===== src/rtl/siso_pkg.sv =====
// Shared types and constants for the two-requester serial transmit scheduler.
package siso_pkg;

    localparam int unsigned WIDTH_DEF = 8;
    // Start bit plus gap cycle wrapped around every payload.
    localparam int unsigned FRAME_OVH = 2;

    typedef enum logic [1:0] {
        IDLE  = 2'd0,
        START = 2'd1,
        SHIFT = 2'd2,
        GAP   = 2'd3
    } state_t;

endpackage


===== src/rtl/siso_rr_arb.sv =====
// Two-way round-robin pick: a lone request always wins, a tie goes to the pointer.
module siso_rr_arb (
    input  logic req0,
    input  logic req1,
    input  logic ptr,
    output logic gnt_idx_c,
    output logic gnt_vld_c
);

    always_comb begin
        gnt_vld_c = req0 | req1;
        gnt_idx_c = (req0 && req1) ? ptr : req1;
    end

endmodule


===== src/rtl/siso_tx_sched.sv =====
// Arbitrates two frame requesters and serialises the winner's word:
// start bit, WIDTH data bits MSB first, then a one-cycle gap with done.
module siso_tx_sched
    import siso_pkg::*;
#(
    parameter int unsigned WIDTH = WIDTH_DEF
) (
    input  logic             clk,
    input  logic             rst,
    input  logic             req0,
    input  logic [WIDTH-1:0] data0,
    input  logic             req1,
    input  logic [WIDTH-1:0] data1,
    output logic             ack0,
    output logic             ack1,
    output logic             sout,
    output logic             busy,
    output logic             src,
    output logic             done
);

    localparam int unsigned CW = (WIDTH > 1) ? $clog2(WIDTH) : 1;

    state_t           state;
    logic [WIDTH-1:0] shreg;
    logic [CW-1:0]    cnt;
    logic             ptr;
    logic             gnt_idx_c;
    logic             gnt_vld_c;

    siso_rr_arb u_arb (
        .req0      (req0),
        .req1      (req1),
        .ptr       (ptr),
        .gnt_idx_c (gnt_idx_c),
        .gnt_vld_c (gnt_vld_c)
    );

    // Outputs are registered alongside the state so they line up with it.
    always_ff @(posedge clk or negedge rst) begin
        if (!rst) begin
            state <= IDLE;
            shreg <= '0;
            cnt   <= '0;
            ptr   <= 1'b0;
            ack0  <= 1'b0;
            ack1  <= 1'b0;
            sout  <= 1'b0;
            busy  <= 1'b0;
            src   <= 1'b0;
            done  <= 1'b0;
        end else begin
            ack0 <= 1'b0;
            ack1 <= 1'b0;
            done <= 1'b0;
            case (state)
                IDLE: begin
                    if (gnt_vld_c) begin
                        state <= START;
                        shreg <= gnt_idx_c ? data1 : data0;
                        src   <= gnt_idx_c;
                        // Pointer moves at grant so the other side wins the next tie.
                        ptr   <= ~gnt_idx_c;
                        ack0  <= ~gnt_idx_c;
                        ack1  <= gnt_idx_c;
                        sout  <= 1'b1;
                        busy  <= 1'b1;
                    end
                end
                START: begin
                    state <= SHIFT;
                    sout  <= shreg[WIDTH-1];
                    shreg <= shreg << 1;
                    cnt   <= CW'(WIDTH - 1);
                end
                SHIFT: begin
                    if (cnt == '0) begin
                        state <= GAP;
                        sout  <= 1'b0;
                        done  <= 1'b1;
                    end else begin
                        cnt   <= cnt - CW'(1);
                        sout  <= shreg[WIDTH-1];
                        shreg <= shreg << 1;
                    end
                end
                GAP: begin
                    state <= IDLE;
                    busy  <= 1'b0;
                end
                default: begin
                    state <= IDLE;
                    sout  <= 1'b0;
                    busy  <= 1'b0;
                end
            endcase
        end
    end

endmodule


===== config.mk =====
export PLATFORM = sky130hd
export DESIGN_NAME = siso_tx_sched
export DESIGN_NICKNAME = d
export VERILOG_FILES = /design/src/rtl/siso_pkg.sv /design/src/rtl/siso_rr_arb.sv /design/src/rtl/siso_tx_sched.sv
export SDC_FILE = /design/constraint.sdc
export NUM_CORES = 1
export LEC_CHECK = 0
export CORE_MARGIN = 5
export CORE_UTILIZATION = 45
export DETAILED_ROUTE_END_ITERATION = 10
export GPL_ROUTABILITY_DRIVEN = 0
export PLACE_DENSITY = 0.76
export SYNTH_ARGS = -nofsm -noshare
export SYNTH_HDL_FRONTEND = slang
export SYNTH_SLANG_ARGS = --single-unit

===== constraint.sdc =====
create_clock -name clk -period 2.2 [get_ports clk]
set_clock_uncertainty 0.15 [all_clocks]
set_input_delay 0.22 -clock clk [delete_from_list [all_inputs] [get_ports clk]]
set_output_delay 0.22 -clock clk [all_outputs]
set_load 0.03 [all_outputs]

==> results of run 1 <==
## cell families (layout without fill, tap and decap cells)
group / after synthesis / in the layout / share of synthesized area
buffers and inverters: 13 / 39 / 0.0540
adders and majority gates: 6 / 6 / 0.0689
and+or+nand+nor: 28 / 28 / 0.139
DFF: 20 / 20 / 0.459
muxes: 2 / 2 / 0.0195
AOI/OAI and AO/OA: 38 / 38 / 0.259
## worst register-to-register path: stages, from the launching register on
cell	delay (ns)
dfrtp_1	0.44
inv_1	0.09
ha_1	0.70
a31o_2	0.22
a21oi_1	0.04
o31ai_1	0.24
## how the worst max path moves through the flow
stage / endpoint / slack, ns / depth (start not counted)
final: shreg[2] / 0.22 / 5
after global routing: shreg[2] / 0.1 / 5
after CTS: shreg[2] / 0.21 / 5
after detailed placement: shreg[2] / 0.26 / 5
after global placement: shreg[2] / 0.29 / 5
after floorplan: shreg[0] / 0.43 / 6
## final cells by class
cell class | count | area (µm²)
fill | 201 | 841
multi-input combinational | 74 | 531
sequential | 20 | 500
timing repair buffer | 27 | 265
tap | 28 | 35.0
clock inverter | 1 | 30.0
inverter | 8 | 30.0
clock buffer | 3 | 22.5
## state kept, by name, summed over array words and instances (netlist names)
name	cells
shreg	8
cnt	3
state	2
ack0	1
ack1	1
busy	1
done	1
ptr	1
sout	1
src	1
## Yosys cell counts, types with 2 or more instances
library cell,number
a31oi_1,3
a31o_2,7
inv_1,8
ha_1,6
o31ai_2,2
o21ai_0,2
buf_2,2
nand2_1,11
a21oi_1,11
nor2b_1,7
o31ai_1,7
clkbuf_1,2
dfrtp_1,20
nor2_1,4
## metrics by stage
step | total power [mW] | worst slack [ns]
3_3_place_gp | 1.74 | 0.295
5_1_grt | 2.25 | 0.0971
4_1_cts | 2.09 | 0.213
6_report | 2.08 | 0.219
3_5_place_dp | 1.77 | 0.262
2_1_floorplan | 1.51 | 0.433
## report_power, final
part           switching (mW)  leakage [nW]  total (mW)  internal [mW]
logic                   0.606         0.384        1.14          0.534
registers              0.0985         0.235       0.634          0.536
clock network           0.121        0.0279       0.305          0.184
## per-layer routing
layer | wire (µm) | track usage
met2 | 1240 | 0.273
met4 | 9 | 0.0227
met5 | 0 | 0
met1 | 985 | 0.170
met3 | 117 | 0.0501
==> results.sh, run 1 <==
export IMPL_cts_sinks=20
export IMPL_path_clk_slew_ns=0.13
export IMPL_core_area_mm2=0.00225
export IMPL_ir_drop_v=0.000981
export IMPL_fmax_mhz=505
export IMPL_die_area_mm2=0.00351
export IMPL_track_usage=0.150
export IMPL_cts_tree="built"
export IMPL_io_pins=26
export IMPL_antenna_found_initial=0
export IMPL_ys_ff_latch=20
export IMPL_layout_common_cells="clkdlybuf4s50_1 (25), dfrtp_1 (20), nand2_1 (11), a21oi_1 (11), inv_1 (8)"
export IMPL_grt_max_degree=24
export IMPL_htree_levels=1
export IMPL_path_delay_family="adder cells"
export IMPL_yosys_cell_types_count=29
export IMPL_dp_hpwl_um=1760
export IMPL_drive_gt1_frac=0.143
export IMPL_critPathArrivalTime_ns=2.04
export IMPL_wl_um=2350
export IMPL_synth_nets=133
export IMPL_hold_viol_final=0
export IMPL_power_leakage_nw=0.647
export IMPL_cts_root_buf="clkbuf_4"
export IMPL_reg2reg_depth=5
export IMPL_synth_top_area_share=0.459
export IMPL_worstSkewPairLatency_ns=0.31
export IMPL_synth_warnings=0
export IMPL_crit_buf_inv=1
export IMPL_timing_max_cap_violations=0
export IMPL_postRouteAntennaNets=0
export IMPL_r2r_start="state[1]"
export IMPL_cp_slowest_stage_delay_ns=0.70
export IMPL_tns_ns=0
export IMPL_whs_ns=0.0727
export IMPL_hp_class="primary input to async pin"
export IMPL_instances_no_fill=161
export IMPL_startpoint="state[1]"
export IMPL_rsz0062_at_grt="no"
export IMPL_r2r_slack_ns=0.22
export IMPL_initial_utilization=0.483
export IMPL_r2r_end="shreg[2]"
export IMPL_cp_max_fo=23
export IMPL_final_util=0.627
export IMPL_dieWidth_um=59.2
export IMPL_drc_errors=0
export IMPL_die_y_um=59.2
export IMPL_crit_required_ns=2.26
export IMPL_avgSynthCellArea_um2=10.2
export IMPL_critPathLaunchType="flop"
export IMPL_relSlewSlack=0.571
export IMPL_outcome="completed"
export IMPL_synthesis_area_mm2=0.00109
export IMPL_grt_pass1_wl_um=4090
export IMPL_yosys_top_cells_area="dfrtp_1 (46%), ha_1 (6.9%), a31o_2 (5.6%), a21oi_1 (5.1%), o31ai_1 (4.8%)"
export IMPL_first_global_vias=952
export IMPL_design_area_mm2=0.00141
export IMPL_grt_overflow=0
export IMPL_path_cells="inv_1 -> ha_1 -> a31o_2 -> a21oi_1 -> o31ai_1"
export IMPL_place_area_mm2=0.00136
export IMPL_async_flop_share=1.00
export IMPL_post_cts_buffers=0
export IMPL_drt_iter0_drc=36
export IMPL_layout_commonest_cell="clkdlybuf4s50_1"
export IMPL_dr_total_vias=893
export IMPL_syn_inst=107
export IMPL_cts_resized=0
export IMPL_slowest_stage="ha_1"
export IMPL_endpoint_kind="flop"
export IMPL_detail_route_wl_per_cell_um=14.6
export IMPL_finalCritPeriodShare=0.900
export IMPL_pwr_density_cell_mw_per_mm2=1470
export IMPL_synth_enable_flop_cells=0
export IMPL_ctsHoldBuffers=0
export IMPL_dpl_cell_count=157
export IMPL_viasPerCell=5.55
export IMPL_ys_flop_type="dfrtp_1"
export IMPL_nets=160
export IMPL_setup_violations=0
export IMPL_synth_top_cell_by_area="dfrtp_1"
export IMPL_numCtsBuffers=3
export IMPL_antenna_cells=0
export IMPL_worstMarginPinSlew_ns=0.644
export IMPL_syn_to_final_growth_pct=29.7
export IMPL_path_class="flop to flop"
export IMPL_dr_pass1_iters=5
export IMPL_slew_viol_final=0
export IMPL_rows=17
export IMPL_clock_path_buffers=2
export IMPL_seq_area_frac_synth=0.459
export IMPL_io_buffer_count=25
export IMPL_fin_crit_ns=1.98
No activity file was read; power rests on OpenSTA's default activity.
==> run 2, diff against run 1 <==
--- a/config.mk
+++ b/config.mk
@@ -7,8 +7,10 @@
 export LEC_CHECK = 0
 export CORE_MARGIN = 5
 export CORE_UTILIZATION = 45
+export CTS_BUF_LIST = sky130_fd_sc_hd__clkbuf_4
 export DETAILED_ROUTE_END_ITERATION = 10
 export GPL_ROUTABILITY_DRIVEN = 0
+export HOLD_SLACK_MARGIN = 0.03
 export PLACE_DENSITY = 0.76
 export SYNTH_ARGS = -nofsm -noshare
 export SYNTH_HDL_FRONTEND = slang
==> results of run 2 <==
No change in the layout: final DEF, timing and power equal those of run 1.
==> run 3, diff against run 2 <==
--- a/config.mk
+++ b/config.mk
@@ -5,7 +5,6 @@
 export SDC_FILE = /design/constraint.sdc
 export NUM_CORES = 1
 export LEC_CHECK = 0
-export CORE_MARGIN = 5
 export CORE_UTILIZATION = 45
 export CTS_BUF_LIST = sky130_fd_sc_hd__clkbuf_4
 export DETAILED_ROUTE_END_ITERATION = 10
==> results.sh, run 3 (same netlist as run 1, synthesis figures left out) <==
export IMPL_dieWidth_um=51.2
export IMPL_postRouteAntennaNets=0
export IMPL_endpoint_kind="flop"
export IMPL_pwr_density_cell_mw_per_mm2=1400
export IMPL_ir_drop_v=0.000794
export IMPL_power_leakage_nw=0.635
export IMPL_io_pins=26
export IMPL_path_clk_slew_ns=0.12
export IMPL_die_y_um=51.2
export IMPL_rows=17
export IMPL_critPathLaunchType="flop"
export IMPL_relSlewSlack=0.578
export IMPL_r2r_end="shreg[4]"
export IMPL_timing_max_cap_violations=0
export IMPL_r2r_slack_ns=0.22
export IMPL_syn_to_final_growth_pct=27.3
export IMPL_fmax_mhz=504
export IMPL_dpl_cell_count=157
export IMPL_finalCritPeriodShare=0.902
export IMPL_layout_commonest_cell="clkdlybuf4s50_1"
export IMPL_layout_common_cells="clkdlybuf4s50_1 (25), dfrtp_1 (20), nand2_1 (11), a21oi_1 (11), inv_1 (8)"
export IMPL_slew_viol_final=0
export IMPL_cts_sinks=20
export IMPL_reg_top3="shreg (8), cnt (3), state (2)"
export IMPL_post_cts_buffers=0
export IMPL_tns_ns=0
export IMPL_worstMarginPinSlew_ns=0.634
export IMPL_hold_viol_final=0
export IMPL_critPathArrivalTime_ns=2.04
export IMPL_reg2reg_depth=5
export IMPL_fin_crit_ns=1.98
export IMPL_grt_overflow=0
export IMPL_hp_class="primary input to async pin"
export IMPL_outcome="completed"
export IMPL_wl_um=2190
export IMPL_drt_iter0_drc=15
export IMPL_viasPerCell=5.38
export IMPL_instances_no_fill=161
export IMPL_p_total_mw=1.94
export IMPL_final_util=0.615
export IMPL_htree_levels=1
export IMPL_setup_violations=0
export IMPL_dr_pass1_iters=4
export IMPL_ctsHoldBuffers=0
export IMPL_crit_required_ns=2.26
export IMPL_largest_register="shreg"
export IMPL_grt_max_degree=24
export IMPL_worstSkewPairLatency_ns=0.31
export IMPL_r2r_start="state[0]"
export IMPL_antenna_found_initial=0
export IMPL_core_area_mm2=0.00225
export IMPL_dp_hpwl_um=1670
export IMPL_drc_errors=0
export IMPL_cts_resized=0
export IMPL_cts_tree="built"
export IMPL_first_global_vias=856
export IMPL_track_usage=0.186
export IMPL_die_area_mm2=0.00262
export IMPL_path_class="flop to flop"
export IMPL_initial_utilization=0.483
export IMPL_drive_gt1_frac=0.135
export IMPL_nets=160
export IMPL_cp_max_fo=23
export IMPL_antenna_cells=0
export IMPL_detail_route_wl_per_cell_um=13.6
export IMPL_rsz0062_at_grt="no"
export IMPL_largest_reg_flops=8
export IMPL_io_buffer_count=25
export IMPL_cts_root_buf="clkbuf_4"
export IMPL_whs_ns=0.0795
export IMPL_dr_total_vias=866
export IMPL_numCtsBuffers=3
export IMPL_grt_pass1_wl_um=3530
export IMPL_clock_path_buffers=2
[run 3: worst max-delay path: stages (launching register included)]
cell and delay, ns:
dfrtp_1 0.43, inv_1 0.09, ha_1 0.70, a31o_2 0.20, a21oi_1 0.05, o31ai_1 0.26
[run 3: worst max-delay path by stage]
stage,start,end,depth (start not counted)
finish,state[0],shreg[4],5
CTS,state[0],shreg[4],5
floorplan,state[0],shreg[0],6
global route,state[0],shreg[2],5
global placement,state[1],shreg[2],5
detailed placement,req0,shreg[0],5
[run 3: per-stage QoR]
stage | setup WS (ns) | cell area (µm²)
after detailed placement | 0.270 | 1360
after global placement | 0.312 | 1360
after floorplan | 0.433 | 1090
after CTS | 0.229 | 1390
final | 0.216 | 1390
after global routing | 0.119 | 1390
[run 3: layout make-up]
class	instances	area (µm²)
Fill cell	207	867
Multi-Input combinational cell	74	531
Sequential cell	20	500
Timing Repair Buffer	27	265
Tap cell	28	35.0
Inverter	8	30.0
Clock buffer	3	22.5
Clock inverter	1	3.75
[run 3: power breakdown]
group          total, mW  switching [mW]  leakage [nW]  internal [mW]
registers          0.631          0.0952         0.235          0.536
clock network      0.181           0.115        0.0154         0.0663
logic               1.13           0.598         0.384          0.535
total               1.94           0.808         0.635           1.14
[run 3: routing by layer]
metal  vias up  global-route usage  wire length, µm
met3         3              0.0625               90
met4         0              0.0405               13
met1       406               0.197              952
li1        435                   -                -
met2        22               0.353             1130
met5         -                   0                0
